===== src/rtl/mod_counter_pkg.sv =====
// rtl/mod_counter_pkg.sv - shared constants for the modulo counter
//
// Purpose: state encoding and direction constants used by mod_counter
// and by anything that decodes its behaviour.
// Ports: none (package).

package mod_counter_pkg;

    localparam logic ST_RUN  = 1'b0;
    localparam logic ST_HALT = 1'b1;

    localparam logic DIR_UP = 1'b1;
    localparam logic DIR_DN = 1'b0;

    typedef enum logic {
        S_RUN  = ST_RUN,
        S_HALT = ST_HALT
    } state_e;

endpackage : mod_counter_pkg


===== src/rtl/mod_counter.sv =====
// rtl/mod_counter.sv - parametrised up/down modulo counter with load and one-shot
//
// Purpose: count core for the clock-generation path. wrap is the
// divide-by-(max_val+1) clock enable for downstream dividers.
// Ports:
//   clk      - rising-edge clock
//   rst      - asynchronous active-low reset
//   enable   - count advance qualifier
//   up_dn    - direction, 1 = up, 0 = down
//   load     - synchronous load strobe, overrides enable and HALT
//   load_val - value to load (clamped to max_val)
//   max_val  - runtime terminal value, range 0..max_val
//   oneshot  - 1 = halt at terminal, 0 = wrap and continue
//   count    - registered count
//   tc       - combinational terminal-count flag
//   wrap     - registered one-cycle pulse on each wrap or halt event
//   done     - registered, high while halted

module mod_counter
    import mod_counter_pkg::*;
#(
    parameter int WIDTH = 4
) (
    input  logic             clk,
    input  logic             rst,
    input  logic             enable,
    input  logic             up_dn,
    input  logic             load,
    input  logic [WIDTH-1:0] load_val,
    input  logic [WIDTH-1:0] max_val,
    input  logic             oneshot,
    output logic [WIDTH-1:0] count,
    output logic             tc,
    output logic             wrap,
    output logic             done
);

    state_e           state_q, state_d;
    logic [WIDTH-1:0] count_q, count_d;
    logic             wrap_q, wrap_d;
    logic             done_q, done_d;

    // Up mode uses >= so a max_val shrunk below the count still terminates
    // on the next enabled edge instead of running up to 2^WIDTH-1.
    assign tc = (up_dn == DIR_UP) ? (count_q >= max_val)
                                  : (count_q == '0);

    always_comb begin
        state_d = state_q;
        count_d = count_q;
        wrap_d  = 1'b0;
        done_d  = done_q;

        if (load) begin
            count_d = (load_val > max_val) ? max_val : load_val;
            state_d = S_RUN;
            done_d  = 1'b0;
        end else if (state_q == S_HALT) begin
            done_d = 1'b1;
        end else if (enable) begin
            if (!tc) begin
                count_d = (up_dn == DIR_UP) ? count_q + WIDTH'(1)
                                            : count_q - WIDTH'(1);
            end else if (!oneshot) begin
                count_d = (up_dn == DIR_UP) ? '0 : max_val;
                wrap_d  = 1'b1;
            end else begin
                state_d = S_HALT;
                done_d  = 1'b1;
                wrap_d  = 1'b1;
            end
        end
    end

    always_ff @(posedge clk or negedge rst) begin
        if (!rst) begin
            state_q <= S_RUN;
            count_q <= '0;
            wrap_q  <= 1'b0;
            done_q  <= 1'b0;
        end else begin
            state_q <= state_d;
            count_q <= count_d;
            wrap_q  <= wrap_d;
            done_q  <= done_d;
        end
    end

    assign count = count_q;
    assign wrap  = wrap_q;
    assign done  = done_q;

endmodule : mod_counter


===== config.mk =====
export PLATFORM = sky130hd
export DESIGN_NAME = mod_counter
export DESIGN_NICKNAME = d
export VERILOG_FILES = /design/src/rtl/mod_counter_pkg.sv /design/src/rtl/mod_counter.sv
export SDC_FILE = /design/constraint.sdc
export NUM_CORES = 1
export LEC_CHECK = 0
export BUFFER_PORTS_ARGS = -buffer_cell sky130_fd_sc_hd__buf_2
export CAP_MARGIN = 5
export CORE_UTILIZATION = 40
export CTS_CLUSTER_DIAMETER = 150
export DETAILED_ROUTE_END_ITERATION = 8
export PLACE_DENSITY = 0.74
export REMOVE_ABC_BUFFERS = 1
export SETUP_SLACK_MARGIN = 0.5
export SLEW_MARGIN = 20
export SYNTH_ARGS = -nofsm -noshare
export SYNTH_HDL_FRONTEND = slang
export SYNTH_SLANG_ARGS = --single-unit

===== constraint.sdc =====
create_clock -name clk -period 2.8 [get_ports clk]
set_input_delay 0.28 -clock clk [delete_from_list [all_inputs] [get_ports clk]]
set_output_delay 0.28 -clock clk [all_outputs]
set_load 0.01 [all_outputs]

==> reports/metrics.yaml <==
route:
  first_pass_iters: 4
  vias: 713
  route.detailed.wl_per_inst_um: 13.9
  drc: 0
  route.detailed.vias_per_inst: 5.36
  drtAntennaViolNets: 0
  drt_wl_total_mm: 1.84
  drt-initial-drc-count: 13
pwr:
  leakagePower_nw: 0.474
  power_share_of_the_combinational_group_pct: 49.1
  power.density_cell_area_mw_per_mm2: 498
  clock_group_share_of_total_power_pct: 18.8
  switchingPower_mw: 0.186
  cellInternalPower_mw: 0.283
  vdd_ir_drop_max_mv: 0.463
  power.switching_fraction_pct: 39.6
  seq_power_share_pct: 32.1
job:
  max_cap_viol_count: 0
timing:
  setup_total_negative_slack_ns: 0
  final_max_slew_viol_count: 0
  layout_worst_path_cycle_share_pct: 76.2
  timing.hold.ws_ns: 0.327
  worst_pin_slew_ns: 0.554
  period_needed_ns: 2.13
  max_freq_mhz: 469
  final_hold_viol_count: 0
  slew_headroom_pct: 62.7
  timing.final.setup_violations: 0
  clock-skew-final_ns: 0.00375
  rsz0062_at_grt: "no"
floorplanning:
  effective_utilization_at_floorplan_pct: 43.8
  die_area_mm2: 0.00211
  die_width_um: 46.0
  die_height_um: 46.0
  floorplan.core_area_mm2: 0.00176
  design.portCount: 21
  placement_rows: 15
status:
  run_status: "finished, final reports clean"
clock_network:
  clock_tree_from_tritoncts: "yes"
  clock_sinks: 7
  clkTransAtPathRegs_ns: 0.05
  clock_latency_ns: 0.24
  cts_htree_levels: 1
  cts-buffers-inserted: 3
  cts.root.buffer_cell: "sky130_fd_sc_hd__clkbuf_4"
  post-cts-setup-buffers: 0
  clock_path_buffers: 2
place:
  dp_hpwl_mm: 1.50
  numPortBuffers: 20
  gp_congestion: 0.858
global_routing:
  grt_pass1_wl_mm: 2.94
  via_count_of_the_first_global_routing_pass: 676
  gr-total-overflow: 0
  grt_use_total_pct: 19.4
  grt_start_max_net_pins: 15
  antenna_found_initial: 0
synth:
  synth_seq_cells: 7
  post_syn_area_um2: 773
  synth_top_flop_cell: "sky130_fd_sc_hd__dfrtp_1"
  async_reset_ff_share_pct: 100
  synth_seq_area_share_pct: 22.7
  synthesis.yosys.warnings: 0
  syn_area_per_cell_um2: 9.21
  synth_enable_flop_cells: 0
  postSynthCellCount: 84
  synthDistinctLibCells: 38
final_layout:
  final_layout_size_suffix_gt1_share_pct: 32.4
  area_growth_pct: 21.8
  final_net_count: 134
  multi_input_area_um2: 564
  num-fill-cells: 179
  diodes: 0
  ff_latch_area_um2: 176
setup_path:
  worst-r2r-cell-count: 7
  critPathMaxFanout: 7
  worstSetupEndpointType: "output pin"
  reg2reg_slack_ns: 0.72
  worst_setup_path_start_kind: "flip-flop"
  crit-reg2reg-capture: "count[0]$_DFFE_PN0P_"
  cp_data_required_time_ns: 2.52
  reg2reg_from: "count[0]$_DFFE_PN0P_"
  critPathKind: "flip-flop to output pin"
  crit_arrival_ns: 1.85
hold_path:
  min_path_cells: 3
  min_from: "enable"
  min-delay-path-class: "input pin to flip-flop"
  min_to: "state_q$_DFF_PN0_"
state kept, by name, summed over array words and instances (netlist names):
name / flops
count: 4
wrap: 1
state_q: 1
done: 1
how the worst max path moves through the flow:
stage	from	end	slack, ns	depth (start not counted)
floorplan	count[0]$_DFFE_PN0P_	count[0]$_DFFE_PN0P_	0.75	7
global placement	count[0]$_DFFE_PN0P_	count[0]$_DFFE_PN0P_	0.71	7
detailed placement	count[0]$_DFFE_PN0P_	count[0]$_DFFE_PN0P_	0.58	7
CTS	count[0]$_DFFE_PN0P_	tc	0.52	6
global route	count[3]$_DFFE_PN0P_	tc	0.55	5
finish	count[1]$_DFFE_PN0P_	tc	0.67	5
power by group through the flow:
stage	combinational [mW]	clock, mW	sequential, mW
final	0.230	0.0881	0.150
after global routing	0.255	0.0990	0.153
after CTS	0.229	0.0927	0.149
after detailed placement	0.226	0	0.151
after global placement	0.220	0	0.149
after floorplan	0.151	0	0.150
worst max-delay path, stage by stage (launching register included):
cell and delay, ns:
sky130_fd_sc_hd__dfrtp_1 0.49, sky130_fd_sc_hd__ha_1 0.33, sky130_fd_sc_hd__o211ai_1 0.11, sky130_fd_sc_hd__o211ai_2 0.30
sky130_fd_sc_hd__and2_2 0.25, sky130_fd_sc_hd__buf_2 0.14
metrics by stage:
stage / power, mW / worst slack, ns / cells / utilization (%) / area [µm²]
6_report: 0.469 / 0.667 / 133 / 53.4 / 942
4_1_cts: 0.471 / 0.517 / 133 / 53.0 / 936
2_1_floorplan: 0.302 / 0.746 / 83 / - / 768
3_3_place_gp: 0.369 / 0.711 / 128 / 51.0 / 900
3_5_place_dp: 0.377 / 0.582 / 128 / 51.0 / 900
5_1_grt: 0.507 / 0.551 / 133 / 53.4 / 942
synth_stat cells, types with 2 or more instances:
| cell | count | area, µm² |
|---|---|---|
| sky130_fd_sc_hd__ha_1 | 10 | 125 |
| sky130_fd_sc_hd__inv_1 | 9 | 33.8 |
| sky130_fd_sc_hd__a21oi_1 | 7 | 35.0 |
| sky130_fd_sc_hd__nor3b_1 | 2 | 15.0 |
| sky130_fd_sc_hd__o211ai_1 | 2 | 15.0 |
| sky130_fd_sc_hd__nand2_1 | 3 | 11.3 |
| sky130_fd_sc_hd__a211oi_1 | 2 | 15.0 |
| sky130_fd_sc_hd__and3_2 | 2 | 15.0 |
| sky130_fd_sc_hd__o22ai_1 | 2 | 12.5 |
| sky130_fd_sc_hd__o21ai_0 | 2 | 10.0 |
| sky130_fd_sc_hd__nor3_1 | 2 | 10.0 |
| sky130_fd_sc_hd__mux2i_1 | 6 | 60.1 |
| sky130_fd_sc_hd__dfrtp_1 | 7 | 175 |
| sky130_fd_sc_hd__nor2_1 | 2 | 7.51 |
| sky130_fd_sc_hd__a22oi_1 | 2 | 15.0 |
| sky130_fd_sc_hd__o21bai_1 | 2 | 15.0 |
per-layer routing:
layer | global-route usage [%] | part of all wire, % | vias up
met5 | 0 | 0 | -
met4 | 2.94 | 0.92 | 0
li1 | - | - | 366
met2 | 34.4 | 50 | 18
met1 | 23.5 | 46 | 327
met3 | 5.16 | 3.0 | 2
timing repair:
| item | 4_1_cts | 5_1_grt |
|---|---|---|
| hold endpoints to repair | 7 | 0 |
| hold buffers | 1 | 0 |
| endpoints found under the setup margin | 0 | 2 |
| resized for setup | 0 | 2 |
area by class of cell:
class | count | share of cell area (%)
Inverter | 9 | 3.59
Multi-Input combinational cell | 67 | 59.9
Timing Repair Buffer | 21 | 11.7
Clock buffer | 4 | 2.79
Sequential cell | 7 | 18.7
Tap cell | 25 | 3.32
kinds of logic after synthesis:
logic type,Yosys count,share of synthesized area (%)
compound gates,29,27.7
xor+xnor,1,1.13
fa+ha+maj,11,18.8
buf+inv,10,5.02
flops,7,22.7
mux,6,7.77
simple gates,20,17.0
layout by cell type (no fill, tap or decap), types with 3 or more instances in the layout:
| cell | count |
|---|---|
| sky130_fd_sc_hd__mux2i_1 | 6 |
| sky130_fd_sc_hd__dfrtp_1 | 6 |
| sky130_fd_sc_hd__inv_1 | 9 |
| sky130_fd_sc_hd__buf_2 | 20 |
| sky130_fd_sc_hd__ha_1 | 10 |
| sky130_fd_sc_hd__clkbuf_4 | 3 |
| sky130_fd_sc_hd__a21oi_1 | 7 |
| sky130_fd_sc_hd__nand2_1 | 3 |
(Power assumes the default switching activity.)
